<file path="config.mk">
export PLATFORM = sky130hd
export DESIGN_NAME = hps_instr_queue
export DESIGN_NICKNAME = d
export VERILOG_FILES = /design/src/rtl/hps_instr_queue.sv
export SDC_FILE = /design/constraint.sdc
export NUM_CORES = 1
export LEC_CHECK = 0
export BUFFER_PORTS_ARGS = -buffer_cell sky130_fd_sc_hd__buf_2
export CORE_ASPECT_RATIO = 0.75
export CORE_MARGIN = 1.5
export CORE_UTILIZATION = 30
export CTS_CLUSTER_SIZE = 30
export DETAILED_ROUTE_END_ITERATION = 12
export PLACE_DENSITY = 0.45
export SETUP_SLACK_MARGIN = 0.05
export SYNTH_ARGS = -nofsm -noshare
export SYNTH_HDL_FRONTEND = slang
export SYNTH_SLANG_ARGS = --single-unit
</file>
<file path="constraint.sdc">
create_clock -name s_clk -period 20.5 [get_ports s_clk]
set_input_delay 4.1 -clock s_clk [delete_from_list [all_inputs] [get_ports s_clk]]
set_output_delay 4.1 -clock s_clk [all_outputs]
set_load 0.02 [all_outputs]
</file>
<file path="src/rtl/hps_instr_queue.sv">
// 16 x 64-bit instruction FIFO between the HPS terminal and the instruction consumer.
// Registered read port (1-cycle latency), level/almost-full status and sticky error flags.
module hps_instr_queue #(
  parameter int ADDR_W   = 4,
  parameter int DATA_W   = 64,
  parameter int AF_LEVEL = 12
) (
  input  logic              s_clk,
  input  logic              s_reset,
  input  logic              wr,
  input  logic [DATA_W-1:0] wr_instruction,
  output logic              wr_busy,
  input  logic              rd,
  output logic              rd_valid,
  output logic [DATA_W-1:0] rd_instruction,
  input  logic              flush,
  output logic [ADDR_W:0]   level,
  output logic              almost_full,
  output logic              err_overflow,
  output logic              err_underflow
);

  localparam int DEPTH = 2 ** ADDR_W;
  localparam logic [ADDR_W:0]   LEVEL_FULL = DEPTH;
  localparam logic [ADDR_W:0]   LEVEL_AF   = AF_LEVEL;
  localparam logic [ADDR_W:0]   LEVEL_ONE  = 1;
  localparam logic [ADDR_W-1:0] PTR_ONE    = 1;

  logic [DATA_W-1:0] mem [DEPTH];
  logic [ADDR_W-1:0] wr_ptr;
  logic [ADDR_W-1:0] rd_ptr;
  logic [ADDR_W:0]   count;

  logic full;
  logic empty;
  logic accept;
  logic reject;
  logic serve;
  logic starve;

  // Flush wins over same-cycle wr/rd: neither side moves and no error is recorded.
  always_comb begin
    full   = (count == LEVEL_FULL);
    empty  = (count == '0);
    accept = wr && !full  && !flush && !s_reset;
    reject = wr &&  full  && !flush;
    serve  = rd && !empty && !flush && !s_reset;
    starve = rd &&  empty && !flush;
  end

  assign wr_busy     = full;
  assign almost_full = (count >= LEVEL_AF);
  assign level       = count;

  // NOTE: sequential state uses non-blocking assignments so every register samples pre-edge values.
  always_ff @(posedge s_clk) begin
    if (s_reset || flush) begin
      wr_ptr        <= '0;
      rd_ptr        <= '0;
      count         <= '0;
      err_overflow  <= 1'b0;
      err_underflow <= 1'b0;
    end else begin
      if (accept) wr_ptr <= wr_ptr + PTR_ONE;
      if (serve)  rd_ptr <= rd_ptr + PTR_ONE;
      case ({accept, serve})
        2'b10:   count <= count + LEVEL_ONE;
        2'b01:   count <= count - LEVEL_ONE;
        default: count <= count;
      endcase
      if (reject) err_overflow  <= 1'b1;
      if (starve) err_underflow <= 1'b1;
    end
  end

  // NOTE: the storage array is deliberately not reset; the pointers and level define what is valid.
  always_ff @(posedge s_clk) begin
    if (accept) mem[wr_ptr] <= wr_instruction;
  end

  // Flush leaves rd_instruction holding the last served word; only reset clears it.
  always_ff @(posedge s_clk) begin
    if (s_reset) begin
      rd_valid       <= 1'b0;
      rd_instruction <= '0;
    end else begin
      rd_valid <= serve;
      if (serve) rd_instruction <= mem[rd_ptr];
    end
  end

endmodule

</file>
==> results of run 1 <==
==> cell usage in the layout, fill, tap and decap left out, drive strengths merged, types with 2 or more instances in the layout <==
cell / count
clkbuf: 143
buf: 181
diode: 6
a22oi: 64
nor2: 30
nand3: 2
xor2: 6
nor3: 5
o21ai: 67
or3: 2
bufinv: 9
inv: 12
dfxtp: 80
mux2: 64
mux4: 256
a211oi: 2
xnor2: 2
clkinv: 52
a21oi: 8
mux2i: 64
nand2b: 2
nand2: 11
edfxtp: 1024
nor2b: 2
clkinvlp: 2
ha: 9
==> area by class of cell <==
type	count	area (sq um)	share of cell area, %
Timing Repair Buffer	181	1000	2.09
Antenna cell	6	15.0	0.0312
Tap cell	1860	2330	4.84
Sequential cell	1104	32400	67.3
Clock buffer	143	2960	6.15
Clock inverter	66	592	1.23
Inverter	9	33.8	0.0702
Multi-Input combinational cell	607	8810	18.3
==> flip-flops by register name, summed over array words and instances (netlist names) <==
| name | count |
|---|---|
| err_overflow | 1 |
| wr_ptr | 4 |
| rd_ptr | 4 |
| rd_instruction | 64 |
| mem | 1024 |
| rd_valid | 1 |
| level | 5 |
| err_underflow | 1 |
==> cells by family after synthesis <==
| logic type | synth area share (%) |
|---|---|
| xor gates and xnor gates | 0.168 |
| and+or+nand+nor | 0.658 |
| DFF | 77.7 |
| muxes | 17.2 |
| adders and majority gates | 0.319 |
| AOI/OAI and AO/OA | 2.51 |
| buffers and inverters | 1.45 |
==> cells in the mapped netlist, types with 2 or more instances <==
master                        n  share of area, %
sky130_fd_sc_hd__buf_1        3             0.027
sky130_fd_sc_hd__mux2_4      10              0.36
sky130_fd_sc_hd__mux2i_1     64               1.5
sky130_fd_sc_hd__a22oi_1     40              0.72
sky130_fd_sc_hd__nor2b_1      2             0.030
sky130_fd_sc_hd__nor2_1      30              0.27
sky130_fd_sc_hd__edfxtp_1  1024                74
sky130_fd_sc_hd__clkbuf_1    36              0.32
sky130_fd_sc_hd__ha_1         9              0.27
sky130_fd_sc_hd__dfxtp_1     80               3.8
sky130_fd_sc_hd__o21ai_1     65              0.78
sky130_fd_sc_hd__mux2_2      54               1.5
sky130_fd_sc_hd__buf_6        5              0.14
sky130_fd_sc_hd__nand2_1     10             0.090
sky130_fd_sc_hd__inv_1        8             0.072
sky130_fd_sc_hd__a211oi_1     2             0.036
sky130_fd_sc_hd__or3_1        2             0.030
sky130_fd_sc_hd__a21oi_1      7             0.084
sky130_fd_sc_hd__nand3_1      2             0.024
sky130_fd_sc_hd__xnor2_1      2             0.042
sky130_fd_sc_hd__xor2_1       6              0.13
sky130_fd_sc_hd__buf_2       31              0.37
sky130_fd_sc_hd__mux4_2     256                14
sky130_fd_sc_hd__buf_8        4              0.14
sky130_fd_sc_hd__nand2b_1     2             0.030
sky130_fd_sc_hd__a22oi_2     24              0.72
sky130_fd_sc_hd__buf_4       17              0.31
sky130_fd_sc_hd__nor3_1       5             0.060
==> worst register-to-register path, cell delays in order (launching register included) <==
cell and delay, ns:
sky130_fd_sc_hd__dfxtp_4 0.91, sky130_fd_sc_hd__buf_4 0.84, sky130_fd_sc_hd__buf_4 0.84, sky130_fd_sc_hd__buf_4 0.87, sky130_fd_sc_hd__buf_4 0.87, sky130_fd_sc_hd__mux4_2 0.62
sky130_fd_sc_hd__mux2i_1 0.64, sky130_fd_sc_hd__o21ai_1 0.11
==> worst max path at each step <==
stage,start,endpoint,slack (ns),cells after the start
after floorplan,flush,mem[0][0]$_DFFE_PP_,10.92,5
after global placement,s_reset,mem[4][18]$_DFFE_PP_,13.21,6
after detailed placement,s_reset,mem[4][19]$_DFFE_PP_,13.13,6
after CTS,s_reset,mem[4][44]$_DFFE_PP_,13.89,6
after global routing,s_reset,mem[12][11]$_DFFE_PP_,13.78,6
final,s_reset,mem[12][11]$_DFFE_PP_,13.97,6
==> through the flow <==
| step | power [W] | setup slack, ns | hold slack [ns] | util, % | std cells |
|---|---|---|---|---|---|
| floorplan | 0.00254 | 10.92 | 0.494 | - | 1818 |
| global placement | 0.00258 | 13.21 | 0.448 | 32.3 | 3761 |
| detailed placement | 0.00259 | 13.13 | 0.468 | 32.3 | 3761 |
| CTS | 0.00458 | 13.89 | 0.482 | 34.9 | 3970 |
| global route | 0.00467 | 13.78 | 0.509 | 34.9 | 3973 |
| finish | 0.00452 | 13.97 | 0.472 | 34.9 | 3976 |
==> report_power, final <==
group	internal, W	switching, W
clock network	0.00113	0.000852
registers	0.00246	0.00000234
logic	0.0000162	0.0000548
==> layer usage <==
| metal | GRT usage, % | vias to the layer above | wire length (microns) |
|---|---|---|---|
| met5 | 0 | - | 40 |
| met4 | 3.46 | 6 | 1930 |
| met3 | 3.20 | 141 | 5670 |
| met2 | 21.6 | 445 | 45800 |
| met1 | 21.9 | 10400 | 49500 |
| li1 | - | 8074 | - |
==> metrics.csv, run 1 <==
metric;value;unit
fin crit share;31.8;%
cell breakdown of the critical path;buf_2 -> nor2_1 -> o211a_1 -> nand2_1 -> nor2_4 -> buf_4;
cell area after placement;44500;sq um
hold violation count in the final report;0;
initial antenna violation count;14;
maximum vdd drop;0.0000647;V
Yosys reg bits;1104;
setup repair after global routing missed its margin;false;
critical path type;input port to flip-flop;
number of nets with antenna violations after detailed routing;0;
Top delay family on crit path;simple AND/OR/NAND/NOR gates;
Worst setup EP type;flip-flop;
max_cap viols;0;
WP data arrival;6.83;ns
final worst clock skew;0.0583;ns
cell chosen for the clock root;sky130_fd_sc_hd__clkbuf_16;
global route overflow;0;
TritonCTS buffer count;110;
end point of the worst hold path;err_underflow$_SDFFE_PP0P_;
post-synthesis instance area;41600;sq um
count of flip-flops with a built-in enable after synthesis;1024;
worst-case register-to-register setup slack;14.70;ns
placeable core region;138000;sq um
fraction of layout cells with a size suffix above 1;33.5;%
Synth Area per Inst;22.9;sq um
startpoint of the worst-slack reg-to-reg timing path;rd_ptr[0]$_SDFFE_PP0P_;
Design Area, Final;48100;sq um
highest attainable clock frequency;0.153;GHz
number of distinct library cells after synthesis;46;
setup TNS;0;ns
synthesized instance count;1818;
final setup violation count;0;
CP max-delay cell;sky130_fd_sc_hd__buf_4;
PD cells;93.9;nW/um^2
final-layout fill cell count;12800;
vertical extent of the die;326;microns
CP required;20.81;ns
part of the Yosys area used for sequential elements;77.7;%
number of resized instances in the post-cts repair step;0;
Final Critical Period;6.53;ns
Horiz. Die Dim;433;microns
transition time at the pin with the least slew margin;1.13;ns
Slew Limit Headroom;24.8;%
max-slew violation total from the final report;0;
insertion delay of the later-clocked pin in the worst-skew pair;0.73;ns
number of vias per cell after detailed routing;4.81;
worst hold path depth;2;
result of the run;completed;
count of TritonRoute iterations in the first routing pass;5;
initial core utilization;30.2;%
dominant register cell in the synthesized netlist;sky130_fd_sc_hd__edfxtp_1;
clock transition at the register clock pins on the worst setup and hold paths after CTS;0.06;ns
floorplan die area;141000;sq um
warnings from Yosys;0;
count of hold-fix buffers inserted at cts;0;
largest buffer count on any clock path;3;
highest cell delay on the worst timing path;0.81;ns
largest net degree at the start of global routing;67;
final WL;103;mm
global-route wire length before repair;148;mm
CTS tree;yes;
class of the worst hold path;flip-flop to flip-flop;
via count of the first global-routing pass;20000;
area delta synth->final;15.5;%
wire per inst;25.9;microns
clock sink count;1104;
nets@finish;2092;
cell leakage power;14.5;nW
number of nets produced by synthesis;1897;
Bufs and invs on worst path;2;
number of I/O port buffers;142;
via total after detailed routing;19100;
R2R depth;7;
Ports;143;
capturing point of the worst reg2reg path;rd_instruction[1]$_SDFFE_PP0P_;
proportion of register bits with asynchronous set or reset after synthesis;0;%
routability congestion estimate from global placement;0.759;
Worst Min Path Start;err_underflow$_SDFFE_PP0P_;
Post CTS Setup Buffer Count;0;
total global routing track utilization;14.6;%
number of DRC violations after detailed routing;0;
kind of start point of the critical path;input port;
Rows;118;
# H-tree levels;3;
iteration-0 DRC count of the detailed router;1807;
DP HPWL;57.8;mm
worst-path maximum fanout;39;
No activity file was read; power rests on OpenSTA's default activity.
==> run 2, diff against run 1 <==
- ABC_AREA: not set -> 1
- clock period: 20.5 -> 6.28 ns (I/O delays scaled with it)
==> metrics.csv, run 2 <==
metric;value;unit;change
result of the run;completed;;
proportion of register bits with asynchronous set or reset after synthesis;0;%;unchanged
final-layout fill cell count;15400;;+20%
setup TNS;0;ns;unchanged
number of vias per cell after detailed routing;4.50;;-6.4%
WP data arrival;4.04;ns;-2.79 ns
largest buffer count on any clock path;3;;unchanged
cell types occupying the most area after synthesis;sky130_fd_sc_hd__edfxtp_1 (66%), sky130_fd_sc_hd__nand2_1 (13%), sky130_fd_sc_hd__nand3_1 (7.6%);;
Ports;143;;unchanged
dominant register cell in the synthesized netlist;sky130_fd_sc_hd__edfxtp_1;;
CP required;6.64;ns;-14.17 ns
final worst clock skew;0.0332;ns;-0.0251 ns
area delta synth->final;13.6;%;
via total after detailed routing;30000;;+57%
top library cells by usage in the layout, fill and taps aside;sky130_fd_sc_hd__nand2_1 (1628), sky130_fd_sc_hd__edfxtp_1 (1024), sky130_fd_sc_hd__nand3_1 (708);;
CTS tree;yes;;
Final Critical Period;3.68;ns;
worst hold path depth;2;;unchanged
vertical extent of the die;344;microns;+5.7%
max-slew violation total from the final report;0;;unchanged
nets@finish;4625;;+120%
setup repair after global routing missed its margin;false;;
fraction of layout cells with a size suffix above 1;8.32;%;-25 points
count of hold-fix buffers inserted at cts;0;;unchanged
Design Area, Final;52900;sq um;+9.9%
met3 layer wire length in the routed design;5.94;mm;+4.6%
largest net degree at the start of global routing;302;;+350%
number of resized instances in the post-cts repair step;0;;unchanged
TritonCTS buffer count;116;;+5.5%
class of the worst hold path;flip-flop to flip-flop;;
final setup violation count;0;;unchanged
highest attainable clock frequency;0.272;GHz;
count of TritonRoute iterations in the first routing pass;8;;+3
Slew Limit Headroom;5.15;%;-20 points
Metal-1 WL;63.2;mm;+28%
PD cells;289;nW/um^2;+210%
cell chosen for the clock root;sky130_fd_sc_hd__clkbuf_16;;
total global routing track utilization;16.1;%;+1.5 points
warnings from Yosys;0;;unchanged
wire per inst;19.2;microns;-26%
share of Yosys cell area claimed by the top area cell type;66.0;%;-7.8 points
initial antenna violation count;7;;-7
kind of start point of the critical path;input port;;
R2R depth;10;;+3
via count of the first global-routing pass;28700;;+43%
post-synthesis instance area;46600;sq um;+12%
end-of-flow core utilization;34.5;%;-0.39 points
clock sink count;1104;;unchanged
number of flip-flops under the largest register name;1024;;unchanged
global-route wire length before repair;191;mm;+30%
placeable core region;153000;sq um;+11%
max_cap viols;0;;unchanged
global route overflow;0;;unchanged
count of flip-flops with a built-in enable after synthesis;1024;;unchanged
worst-path maximum fanout;36;;-7.7%
number of I/O port buffers;142;;unchanged
hold violation count in the final report;0;;unchanged
Horiz. Die Dim;458;microns;+5.7%
most common cell after layout, fill and taps aside;sky130_fd_sc_hd__nand2_1;;
area occupied by multi-input gates;10700;sq um;+21%
synthesized instance count;4470;;+150%
transition time at the pin with the least slew margin;1.42;ns;+0.294 ns
overall power of the completed layout;0.0153;W;+240%
routability congestion estimate from global placement;0.721;;-5.0%
Final WS setup;2.60;ns;-11.37 ns
Rows;124;;+5.1%
Worst setup EP type;flip-flop;;
DP HPWL;66.4;mm;+15%
synth cell count leaders;sky130_fd_sc_hd__nand2_1 (1628), sky130_fd_sc_hd__edfxtp_1 (1024), sky130_fd_sc_hd__nand3_1 (708);;
largest area contributor in the synthesized netlist;sky130_fd_sc_hd__edfxtp_1;;
insertion delay of the later-clocked pin in the worst-skew pair;0.74;ns;about the same
top layer used by detailed routing;met5;;
final WL;128;mm;+25%
Yosys reg bits;1104;;unchanged
fin crit share;58.6;%;
iteration-0 DRC count of the detailed router;2456;;+36%
number of DRC violations after detailed routing;0;;unchanged
number of nets with antenna violations after detailed routing;0;;unchanged
cell leakage power;21.6;nW;+49%
flip-flop and latch area;32400;sq um;about the same
cell area after placement;49100;sq um;+10%
worst setup slack after placement;1.83;ns;-11.31 ns
number of nets produced by synthesis;4549;;+140%
number of distinct library cells after synthesis;28;;-39%
part of the Yosys area used for sequential elements;69.5;%;-8.2 points
met2 routed wirelength;56.8;mm;+24%
critical path type;input port to flip-flop;;
# H-tree levels;3;;unchanged
Synth Area per Inst;10.4;sq um;-55%
top register by number of flip-flops;mem;;
floorplan die area;158000;sq um;+12%
maximum vdd drop;0.000212;V;+230%
leading cell type by number of instances after synthesis;sky130_fd_sc_hd__nand2_1;;
Post CTS Setup Buffer Count;0;;unchanged
initial core utilization;30.4;%;+0.18 points
clock transition at the register clock pins on the worst setup and hold paths after CTS;0.06;ns;about the same
## run 2: final timing paths
check	startpoint	endpoint	slack, ns
max	s_reset	mem[2][29]$_DFFE_PP_	2.60
max reg2reg	rd_ptr[0]$_SDFFE_PP0P_	rd_instruction[62]$_SDFFE_PP0P_	2.69
min	err_underflow$_SDFFE_PP0P_	err_underflow$_SDFFE_PP0P_	0.48
min reg2reg	err_underflow$_SDFFE_PP0P_	err_underflow$_SDFFE_PP0P_	0.48
## run 2: stage by stage
stage	cells	hold WS, ns
global route	6666	0.515
detailed placement	6444	0.462
CTS	6665	0.487
finish	6667	0.479
floorplan	4470	0.466
global placement	6444	0.460
## run 2: per-layer routing
layer	GRT usage, %	up-vias
li1	-	14700
met1	23.6	14500
met2	24.9	581
met3	2.90	158
met4	3.43	6
met5	0	-
## run 2: cells by family (layout without fill, tap and decap cells)
group	Yosys count	in the layout	share of synthesized area [%]
simple gates	2497	2497	22.1
flops	1104	1104	69.5
buf+inv	835	1014	7.84
xor+xnor	3	3	0.0564
compound gates	21	21	0.242
other cells	0	2	0
fa+ha+maj	10	10	0.285
## run 2: cell type report
| cell class | instances | area share, % |
|---|---|---|
| Sequential cell | 1104 | 61.2 |
| Multi-Input combinational cell | 2531 | 20.2 |
| Clock buffer | 178 | 6.31 |
| Tap cell | 2016 | 4.77 |
| Inverter | 602 | 4.36 |
| Timing Repair Buffer | 191 | 2.26 |
| Clock inverter | 43 | 0.873 |
| Antenna cell | 2 | 0.00947 |
## run 2: critical path, cell delays in order
cell and delay (ns):
sky130_fd_sc_hd__buf_4 0.26, sky130_fd_sc_hd__nor2_4 0.33, sky130_fd_sc_hd__nand3_1 0.28, sky130_fd_sc_hd__inv_1 0.29
sky130_fd_sc_hd__nand2_1 0.29, sky130_fd_sc_hd__nor2_4 0.71, sky130_fd_sc_hd__buf_4 0.52
## run 2: report_power, final
group | switching (W) | internal, W | leakage (nW) | total, W
Combinational | 0.000246 | 0.0000691 | 9.92 | 0.000315
Sequential | 0.0000154 | 0.00805 | 9.86 | 0.00807
Clock | 0.00294 | 0.00395 | 1.85 | 0.00689
Total | 0.00320 | 0.0121 | 21.6 | 0.0153
